===== config.mk =====
export PLATFORM = sky130hd
export DESIGN_NAME = snax_clint
export DESIGN_NICKNAME = d
export VERILOG_FILES = /design/src/rtl/snax_clint_pkg.sv /design/src/rtl/snax_clint_rtc_sync.sv /design/src/rtl/snax_clint.sv
export SDC_FILE = /design/constraint.sdc
export NUM_CORES = 1
export LEC_CHECK = 0
export CAP_MARGIN = 20
export CORE_ASPECT_RATIO = 1.5
export CORE_UTILIZATION = 40
export DETAILED_ROUTE_END_ITERATION = 16
export PLACE_DENSITY = 0.64
export REMOVE_ABC_BUFFERS = 1
export SYNTH_ARGS = -nofsm -noshare
export SYNTH_HDL_FRONTEND = slang
export SYNTH_SLANG_ARGS = --single-unit
export TNS_END_PERCENT = 1

===== constraint.sdc =====
create_clock -name clk_i -period 2.5 [get_ports clk_i]
set_clock_uncertainty 0.2 [all_clocks]
set_input_delay 0.5 -clock clk_i [delete_from_list [all_inputs] [get_ports clk_i]]
set_output_delay 0.5 -clock clk_i [all_outputs]
set_load 0.005 [all_outputs]

===== src/rtl/snax_clint_pkg.sv =====
// Shared register-map constants, request/response records and the byte-strobe merge helper
// for the snax core-local interruptor.
package snax_clint_pkg;

    localparam logic [15:0] MsipBase     = 16'h0000;
    localparam logic [15:0] MtimecmpBase = 16'h4000;
    localparam logic [15:0] MtimeOffset  = 16'hBFF8;

    // Only the low 16 address bits are decoded, so the record carries the word-aligned offset.
    typedef struct packed {
        logic [15:0] addr;
        logic        write;
        logic [63:0] wdata;
        logic [7:0]  strb;
    } clint_req_t;

    typedef struct packed {
        logic [63:0] rdata;
        logic        error;
    } clint_rsp_t;

    function automatic logic [63:0] strb_merge(input logic [63:0] old_val,
                                               input logic [63:0] new_val,
                                               input logic [7:0]  strb);
        logic [63:0] res;
        res = old_val;
        for (int b = 0; b < 8; b++) begin
            if (strb[b]) res[8*b +: 8] = new_val[8*b +: 8];
        end
        return res;
    endfunction

endpackage


===== src/rtl/snax_clint_rtc_sync.sv =====
// Optional two-flop synchronizer for the RTC input followed by a rising-edge detector;
// tick_o pulses for one clk_i cycle per rtc_i rising edge.
module snax_clint_rtc_sync #(
    parameter bit RtcSync = 1'b1
) (
    input  logic clk_i,
    input  logic rst_ni,
    input  logic rtc_i,
    output logic tick_o
);

    logic rtc_level;
    logic rtc_prev_q;

    generate
        if (RtcSync) begin : g_sync
            logic [1:0] sync_q;
            always_ff @(posedge clk_i or negedge rst_ni) begin
                if (!rst_ni) sync_q <= 2'b00;
                else         sync_q <= {sync_q[0], rtc_i};
            end
            assign rtc_level = sync_q[1];
        end else begin : g_nosync
            assign rtc_level = rtc_i;
        end
    endgenerate

    always_ff @(posedge clk_i or negedge rst_ni) begin
        if (!rst_ni) rtc_prev_q <= 1'b0;
        else         rtc_prev_q <= rtc_level;
    end

    assign tick_o = rtc_level & ~rtc_prev_q;

endmodule


===== src/rtl/snax_clint.sv =====
// Core-local interruptor: per-hart msip bits, per-hart mtimecmp and a global mtime behind a
// single-outstanding valid/ready register port.
module snax_clint
    import snax_clint_pkg::*;
#(
    parameter int unsigned NrCores   = 1,
    parameter int unsigned AddrWidth = 48,
    parameter bit          RtcSync   = 1'b1
) (
    input  logic                 clk_i,
    input  logic                 rst_ni,
    input  logic                 rtc_i,
    input  logic                 req_valid_i,
    output logic                 req_ready_o,
    input  logic [AddrWidth-1:0] req_addr_i,
    input  logic                 req_write_i,
    input  logic [63:0]          req_wdata_i,
    input  logic [7:0]           req_strb_i,
    output logic                 rsp_valid_o,
    input  logic                 rsp_ready_i,
    output logic [63:0]          rsp_rdata_o,
    output logic                 rsp_error_o,
    output logic [NrCores-1:0]   msip_o,
    output logic [NrCores-1:0]   mtip_o
);

    localparam logic [0:0] StIdle = 1'b0;
    localparam logic [0:0] StResp = 1'b1;

    logic [0:0]   state_q, state_d;
    clint_req_t   req;
    clint_rsp_t   rsp_q, rsp_d;
    logic         tick;
    logic [63:0]  mtime_q, mtime_d, mtime_inc;
    logic [63:0]  mtimecmp_arr [NrCores];
    logic [NrCores-1:0] msip_vec, mtip_vec;
    logic [10:0]  slot;
    logic         msip_sel, cmp_sel, mtime_sel, decode_err, accept, wr_en;
    logic [63:0]  rdata_rd;
    logic         unused_addr;

    assign req = '{addr: {req_addr_i[15:3], 3'b000}, write: req_write_i,
                   wdata: req_wdata_i, strb: req_strb_i};
    assign unused_addr = ^req_addr_i;

    // Each msip word holds two harts, so the slot is valid while its even hart exists.
    assign slot       = req.addr[13:3];
    assign msip_sel   = (req.addr[15:14] == MsipBase[15:14]) && ({slot, 1'b0} < 12'(NrCores));
    assign cmp_sel    = (req.addr[15:14] == MtimecmpBase[15:14]) && (slot < 11'(NrCores));
    assign mtime_sel  = (req.addr == MtimeOffset);
    assign decode_err = ~(msip_sel | cmp_sel | mtime_sel);
    assign accept     = req_valid_i && (state_q == StIdle);
    assign wr_en      = accept && req.write && !decode_err;

    snax_clint_rtc_sync #(.RtcSync(RtcSync)) i_rtc_sync (
        .clk_i  (clk_i),
        .rst_ni (rst_ni),
        .rtc_i  (rtc_i),
        .tick_o (tick)
    );

    // A write coinciding with a tick merges against the already-incremented count.
    assign mtime_inc = tick ? mtime_q + 64'd1 : mtime_q;
    assign mtime_d   = (wr_en && mtime_sel) ? strb_merge(mtime_inc, req.wdata, req.strb) : mtime_inc;

    genvar gi;
    generate
        for (gi = 0; gi < int'(NrCores); gi++) begin : g_hart
            localparam int Half = gi % 2;
            logic        msip_q, msip_d, mtip_q, cmp_we;
            logic [63:0] cmp_q, cmp_d;

            assign cmp_we = wr_en && cmp_sel && (slot == 11'(gi));
            assign cmp_d  = cmp_we ? strb_merge(cmp_q, req.wdata, req.strb) : cmp_q;
            assign msip_d = (wr_en && msip_sel && (slot == 11'(gi / 2)) && req.strb[4*Half])
                            ? req.wdata[32*Half] : msip_q;

            always_ff @(posedge clk_i or negedge rst_ni) begin
                if (!rst_ni) begin
                    msip_q <= 1'b0;
                    cmp_q  <= '1;
                    mtip_q <= 1'b0;
                end else begin
                    msip_q <= msip_d;
                    cmp_q  <= cmp_d;
                    mtip_q <= (mtime_q >= cmp_q);
                end
            end

            assign msip_vec[gi]     = msip_q;
            assign mtip_vec[gi]     = mtip_q;
            assign mtimecmp_arr[gi] = cmp_q;
        end
    endgenerate

    always_comb begin
        rdata_rd = '0;
        for (int h = 0; h < int'(NrCores); h++) begin
            if (msip_sel && (slot == 11'(h / 2))) rdata_rd[32*(h%2)] = msip_vec[h];
            if (cmp_sel && (slot == 11'(h)))      rdata_rd = mtimecmp_arr[h];
        end
        if (mtime_sel) rdata_rd = mtime_q;
    end

    always_comb begin
        state_d = state_q;
        rsp_d   = rsp_q;
        if (state_q == StIdle) begin
            if (accept) begin
                state_d     = StResp;
                rsp_d.error = decode_err;
                rsp_d.rdata = (req.write || decode_err) ? 64'd0 : rdata_rd;
            end
        end else if (rsp_ready_i) begin
            state_d = StIdle;
            rsp_d   = '0;
        end
    end

    always_ff @(posedge clk_i or negedge rst_ni) begin
        if (!rst_ni) begin
            state_q <= StIdle;
            rsp_q   <= '0;
            mtime_q <= '0;
        end else begin
            state_q <= state_d;
            rsp_q   <= rsp_d;
            mtime_q <= mtime_d;
        end
    end

    assign req_ready_o = (state_q == StIdle);
    assign rsp_valid_o = (state_q == StResp);
    assign rsp_rdata_o = rsp_q.rdata;
    assign rsp_error_o = rsp_q.error;
    assign msip_o      = msip_vec;
    assign mtip_o      = mtip_vec;

endmodule


==> impl_metrics.env, run 1 <==
export IMPL_crit_end="mtime_q[57]"
export IMPL_drc=0
export IMPL_core_area_mm2=0.02594
export IMPL_reg2regPathDepth=8
export IMPL_end_kind="flip-flop"
export IMPL_slew_violations=0
export IMPL_power_density_mw_per_mm2=522.6
export IMPL_holdPathStages=0
export IMPL_rsz0062_at_grt="yes"
export IMPL_grt_overflow_total=0
export IMPL_cp_required_ps=2670
export IMPL_numCtsBuffers=17
export IMPL_status="finished with violations"
export IMPL_maxCapViolations=0
export IMPL_dp_hpwl_um=22140
export IMPL_period_share_pct=100.3
export IMPL_cts_tree="built"
export IMPL_portBuffers=159
export IMPL_grt_usage_pct=22.74
export IMPL_die_h_um=201.7
export IMPL_async_flop_share_pct=100.0
export IMPL_ir_drop_mv=0.5161
export IMPL_nNetsFinal=1573
export IMPL_postSynthCellCount=1150
export IMPL_drive_above_1_share_pct=17.78
export IMPL_worstSetupStartpointType="flip-flop"
export IMPL_ys_warn_count=0
export IMPL_vias=9187
export IMPL_ys_flop_type="dfrtp_1"
export IMPL_worstReg2RegStart="mtime_q[1]"
export IMPL_vias_per_cell=5.317
export IMPL_ioPinCount=195
export IMPL_grt_pass1_vias=9435
export IMPL_clock_latency_ps=460
export IMPL_fin_setup_tns_ps=-6.426
export IMPL_drt_pass1_iterations=4
export IMPL_crit_start="mtime_q[1]"
export IMPL_reg2reg_slack_ps=-6
export IMPL_setup_viol=1
export IMPL_synth_edff_count=0
export IMPL_ant_nets=0
export IMPL_synth_top_cells_by_count="199 x nand2_1, 184 x o21ai_0, 135 x dfrtp_1, 69 x inv_1, 65 x ha_1"
export IMPL_period_minus_slack_ps=2506
export IMPL_start_util_pct=40.97
export IMPL_cp_max_fo=7
export IMPL_grt_pass1_wl_um=47950
export IMPL_area_delta_synth_final_pct=33.66
export IMPL_cts_sinks=199
export IMPL_htreeDepth=4
export IMPL_gp_congestion=0.8623
export IMPL_cts_root_buf="clkbuf_16"
export IMPL_yosysSeqAreaShare_pct=47.60
export IMPL_setup_ws_ps=-6.426
export IMPL_synth_most_common_cell="nand2_1"
export IMPL_wl_um=29600
export IMPL_violations="setup timing"
export IMPL_hold_viol=0
export IMPL_synth_top_area_share_pct=31.78
export IMPL_critPathKind="reg2reg"
export IMPL_rr_endpoint="mtime_q[57]"
export IMPL_slew_headroom_pct=69.78
export IMPL_fillCellCount=2394
export IMPL_hold_slack_ps=151.5
export IMPL_worstHoldPathType="reg2reg"
export IMPL_tightestPinTransition_ps=448.5
export IMPL_power_static_leakage_nw=6.133
export IMPL_postSynthAreaPerCell_um2=9.244
export IMPL_cts_clk_slew_worst_paths_ps=70
export IMPL_die_area_mm2=0.02725
export IMPL_synth_cell_types=47
export IMPL_wl_per_cell_um=17.13
export IMPL_antenna_found_initial=0
export IMPL_diodes=0
export IMPL_ys_ff_latch=199
export IMPL_std_cell_rows=72
export IMPL_synthTopCellsByArea="dfrtp_1 32%, dfstp_2 16%, o21ai_0 8.7%"
export IMPL_syn_area_mm2=0.01063
export IMPL_drtIter0Drc=486
export IMPL_cp_arrival_ps=2680
export IMPL_grt_max_degree=66
export IMPL_timing_fmax_mhz=399.0
export IMPL_yosys_area_top_type="dfrtp_1"
export IMPL_cts_buffer_depth=2
export IMPL_die_w_um=135.1
==> cell usage in the layout, fill, tap and decap left out, types with 19 or more instances in the layout <==
cell type,count
xnor2_1,19
inv_1,69
a22oi_1,64
nand3_1,29
o21ai_0,178
xor2_1,37
dfrtp_1,132
a21oi_1,23
nand4_1,30
clkdlybuf4s50_1,158
and3_1,43
nor2_1,26
ha_1,63
nand2_1,199
dfstp_2,64
buf_4,102
==> timing repair <==
action / in CTS / in global routing
resized for setup: 11 / 16
setup buffers: 0 / 6
endpoints found under the hold margin: 29 / 0
hold buffers: 1 / 0
pin swaps: 7 / 10
endpoints found under the setup margin: 11 / 22
==> sequential cells by signal (all words and copies together), names as in the netlist <==
name,count
g_hart.cmp_q,64
mtime_q,64
rsp_rdata_o,64
i_rtc_sync.g_sync.sync_q,2
i_rtc_sync.rtc_prev_q,1
msip_o,1
mtip_o,1
rsp_error_o,1
rsp_valid_o,1
==> metrics by stage <==
| stage | setup slack (ps) | cell area (µm²) | util [%] | total power, mW | cells |
|---|---|---|---|---|---|
| 2_1_floorplan | -6726 | 10380 | - | 3.940 | 1085 |
| 3_3_place_gp | -361.5 | 13450 | 51.82 | 4.553 | 1690 |
| 3_5_place_dp | -335.3 | 13450 | 51.82 | 4.576 | 1690 |
| 4_1_cts | -35.93 | 14110 | 54.40 | 7.432 | 1722 |
| 5_1_grt | -75.47 | 14210 | 54.76 | 7.746 | 1728 |
| 6_report | -6.426 | 14210 | 54.76 | 7.425 | 1728 |
==> critical path: stages, from the launching register on <==
cell,delay [ps]
dfrtp_2,390
buf_6,110
nand3_4,80
or4_4,570
nor4_4,230
buf_4,180
nand4_4,150
or3_1,380
a31oi_1,130
==> how the worst min path moves through the flow <==
| stage | to | slack, ps | from |
|---|---|---|---|
| 2_1_floorplan | i_rtc_sync.g_sync.sync_q[0] | 4 | rst_ni |
| 3_3_place_gp | i_rtc_sync.g_sync.sync_q[1] | 130 | i_rtc_sync.g_sync.sync_q[0] |
| 3_5_place_dp | i_rtc_sync.g_sync.sync_q[1] | 140 | i_rtc_sync.g_sync.sync_q[0] |
| 4_1_cts | i_rtc_sync.g_sync.sync_q[1] | 150 | i_rtc_sync.g_sync.sync_q[0] |
| 5_1_grt | i_rtc_sync.g_sync.sync_q[1] | 160 | i_rtc_sync.g_sync.sync_q[0] |
| 6_report | i_rtc_sync.g_sync.sync_q[1] | 150 | i_rtc_sync.g_sync.sync_q[0] |
==> cell families after synthesis <==
| group | Yosys count | synth area share [%] |
|---|---|---|
| buf+inv | 134 | 4.790 |
| xor+xnor | 56 | 4.614 |
| flops | 199 | 47.60 |
| compound gates | 310 | 17.10 |
| simple gates | 377 | 17.30 |
| mux | 9 | 0.9417 |
| fa+ha+maj | 65 | 7.651 |
==> routing by layer <==
metal / vias up / GRT usage [%] / wire, µm
li1: 4497 / - / -
met1: 4466 / 26.07 / 11900
met2: 169 / 41.72 / 16040
met3: 55 / 2.973 / 825
met4: 0 / 9.350 / 839
met5: - / 0 / 0
==> power breakdown <==
| part | switching (mW) | internal (mW) |
|---|---|---|
| logic | 0.568 | 0.583 |
| clock network | 1.34 | 1.46 |
| registers | 0.137 | 3.34 |
==> cell type report <==
| class | instances | area (µm²) | share of cell area (%) |
|---|---|---|---|
| repair buffers | 278 | 2674 | 18.82 |
| clock inverters | 13 | 138.9 | 0.9775 |
| well taps | 333 | 416.7 | 2.932 |
| inverters | 69 | 259.0 | 1.823 |
| multi-input cells | 817 | 5204 | 36.62 |
| clock buffers | 19 | 452.9 | 3.188 |
| flip-flops and latches | 199 | 5064 | 35.64 |
Note: power is estimated with default switching activity, not from simulation.
==> inputs of run 2 (changes only) <==
--- a/config.mk
+++ b/config.mk
@@ -9,9 +9,11 @@
 export CORE_ASPECT_RATIO = 1.5
 export CORE_UTILIZATION = 40
 export DETAILED_ROUTE_END_ITERATION = 16
+export GPL_ROUTABILITY_DRIVEN = 0
 export PLACE_DENSITY = 0.64
 export REMOVE_ABC_BUFFERS = 1
+export SLEW_MARGIN = 20
 export SYNTH_ARGS = -nofsm -noshare
 export SYNTH_HDL_FRONTEND = slang
 export SYNTH_SLANG_ARGS = --single-unit
-export TNS_END_PERCENT = 1
+export TNS_END_PERCENT = 100
==> run 2 against run 1 <==
Compared with the run above:
- final cell count grew 0.12%
- design area grew 0.64%
- largest cell class unchanged
- non-clock buffer count grew 2
- total power grew 0.15%
- via count grew 1.0%
- register-to-register slack gained 60 ps
- critical endpoint unchanged
- fmax grew 2.5%
- the flow now finishes without violations
- critical path type unchanged
==> impl_metrics.env, run 2 (synthesis gave the netlist of run 1 again) <==
export IMPL_status="completed"
export IMPL_cts_buffer_depth=2
export IMPL_hold_viol=0
export IMPL_fillCellCount=2387
export IMPL_rsz0062_at_grt="yes"
export IMPL_portBuffers=159
export IMPL_final_util_pct=55.12
export IMPL_crit_path_top_delay_cell="or4_4"
export IMPL_reg2regPathDepth=8
export IMPL_hold_end="i_rtc_sync.g_sync.sync_q[1]"
export IMPL_ir_drop_mv=0.5158
export IMPL_dp_hpwl_um=22140
export IMPL_worstReg2RegStart="mtime_q[0]"
export IMPL_worstHoldPathType="reg2reg"
export IMPL_die_area_mm2=0.02725
export IMPL_multi_input_area_mm2=0.005280
export IMPL_wl_um=29670
export IMPL_cp_max_fo=7
export IMPL_htreeDepth=4
export IMPL_grt_usage_pct=22.73
export IMPL_cts_clk_slew_worst_paths_ps=70
export IMPL_nNetsFinal=1575
export IMPL_die_h_um=201.7
export IMPL_core_area_mm2=0.02594
export IMPL_clock_latency_ps=460
export IMPL_seqCellArea_mm2=0.005064
export IMPL_dp_cells=1690
export IMPL_vias=9283
export IMPL_critPathKind="reg2reg"
export IMPL_path_cells="buf_6, nand3_2, or4_4, nor4_4, buf_4, nand4_4, or3_1, a31oi_1"
export IMPL_timing_fmax_mhz=409.0
export IMPL_period_minus_slack_ps=2445
export IMPL_final_area_mm2=0.01430
export IMPL_cp_required_ps=2670
export IMPL_wl_per_cell_um=17.15
export IMPL_final_common_cell="nand2_1"
export IMPL_setup_viol=0
export IMPL_power_density_mw_per_mm2=520.0
export IMPL_fin_cells=1730
export IMPL_slew_headroom_pct=69.20
export IMPL_vias_per_cell=5.366
export IMPL_rr_endpoint="mtime_q[57]"
export IMPL_ioPinCount=195
export IMPL_maxCapViolations=0
export IMPL_numCtsBuffers=17
export IMPL_grt_max_degree=66
export IMPL_drc=0
export IMPL_reg2reg_slack_ps=60
export IMPL_fin_setup_tns_ps=0
export IMPL_drive_above_1_share_pct=18.68
export IMPL_min_delay_start="i_rtc_sync.g_sync.sync_q[0]"
export IMPL_cts_tree="built"
export IMPL_final_cell_mix="199 x nand2_1, 176 x o21ai_0, 158 x clkdlybuf4s50_1"
export IMPL_grt_overflow_total=0
export IMPL_drtIter0Drc=502
export IMPL_end_kind="flip-flop"
export IMPL_period_share_pct=97.80
export IMPL_post_dp_cell_area_mm2=0.01345
export IMPL_drt_pass1_iterations=5
export IMPL_cts_sinks=199
export IMPL_worstSetupStartpointType="flip-flop"
export IMPL_slowest_delay_ps=580
export IMPL_grt_pass1_wl_um=47950
export IMPL_start_util_pct=40.97
export IMPL_diodes=0
export IMPL_antenna_found_initial=0
export IMPL_ant_nets=0
export IMPL_tightestPinTransition_ps=458.5
export IMPL_std_cell_rows=72
export IMPL_cts_root_buf="clkbuf_16"
export IMPL_holdPathStages=0
export IMPL_power_static_leakage_nw=6.160
export IMPL_die_w_um=135.1
export IMPL_area_delta_synth_final_pct=34.52
export IMPL_grt_pass1_vias=9448
export IMPL_crit_start="mtime_q[0]"
export IMPL_slew_violations=0
export IMPL_cp_arrival_ps=2620
==> run 2: per-layer routing <==
layer	global-route usage [%]	part of all wire [%]	vias up
li1	-	-	4504
met1	26.15	40	4531
met2	41.68	54	192
met3	2.973	2.9	56
met4	9.149	2.9	0
met5	0	0	-
==> run 2: layout make-up <==
class                           instances  share of cell area, %
Multi-Input combinational cell        817                  36.92
Sequential cell                       199                  35.41
Timing Repair Buffer                  280                  18.80
Clock buffer                           19                  3.167
Tap cell                              333                  2.914
Inverter                               69                  1.811
Clock inverter                         13                 0.9712
==> run 2: through the flow <==
stage	hold slack [ps]	power (mW)	worst slack (ps)
final	151.6	7.436	55.05
after global routing	156.8	7.747	-14.46
after CTS	153.3	7.445	-28.64
after detailed placement	135.6	4.576	-335.3
after global placement	133.1	4.553	-361.5
after floorplan	4.409	3.940	-6726
==> run 2: power by group <==
group	total (mW)	switching (mW)	internal (mW)	leakage, nW
clock	2.80	1.34	1.46	0.289
combinational	1.17	0.578	0.588	3.61
sequential	3.47	0.133	3.34	2.26
total	7.44	2.05	5.39	6.16
==> run 2: timing repair <==
item | in CTS | in global routing
endpoints found under the hold margin | 29 | 0
endpoints found under the setup margin | 11 | 14
pin swaps | 8 | 12
resized for setup | 13 | 27
hold buffers | 1 | 0
setup buffers | 3 | 5
==> run 2: worst max-delay path by stage <==
stage	to
finish	mtime_q[57]
detailed placement	mtip_o
CTS	mtip_o
global placement	mtip_o
global route	mtip_o
floorplan	rsp_rdata_o[0]
==> run 2: worst max-delay path, delay by kind of cell (launching register included) <==
kind                   cells  cell delay (ps)
buffers and inverters      2              310
AND/OR/NAND/NOR            5             1340
AO/OA/AOI/OAI              1              130
flip-flops                 1              370
==> inputs of run 3 (changes only) <==
--- a/config.mk
+++ b/config.mk
@@ -10,6 +10,7 @@
 export CORE_UTILIZATION = 40
 export DETAILED_ROUTE_END_ITERATION = 16
 export GPL_ROUTABILITY_DRIVEN = 0
+export HOLD_SLACK_MARGIN = 0.03
 export PLACE_DENSITY = 0.64
 export REMOVE_ABC_BUFFERS = 1
 export SLEW_MARGIN = 20
==> results of run 3 <==
No change in the layout: final DEF, timing and power equal those of run 2.
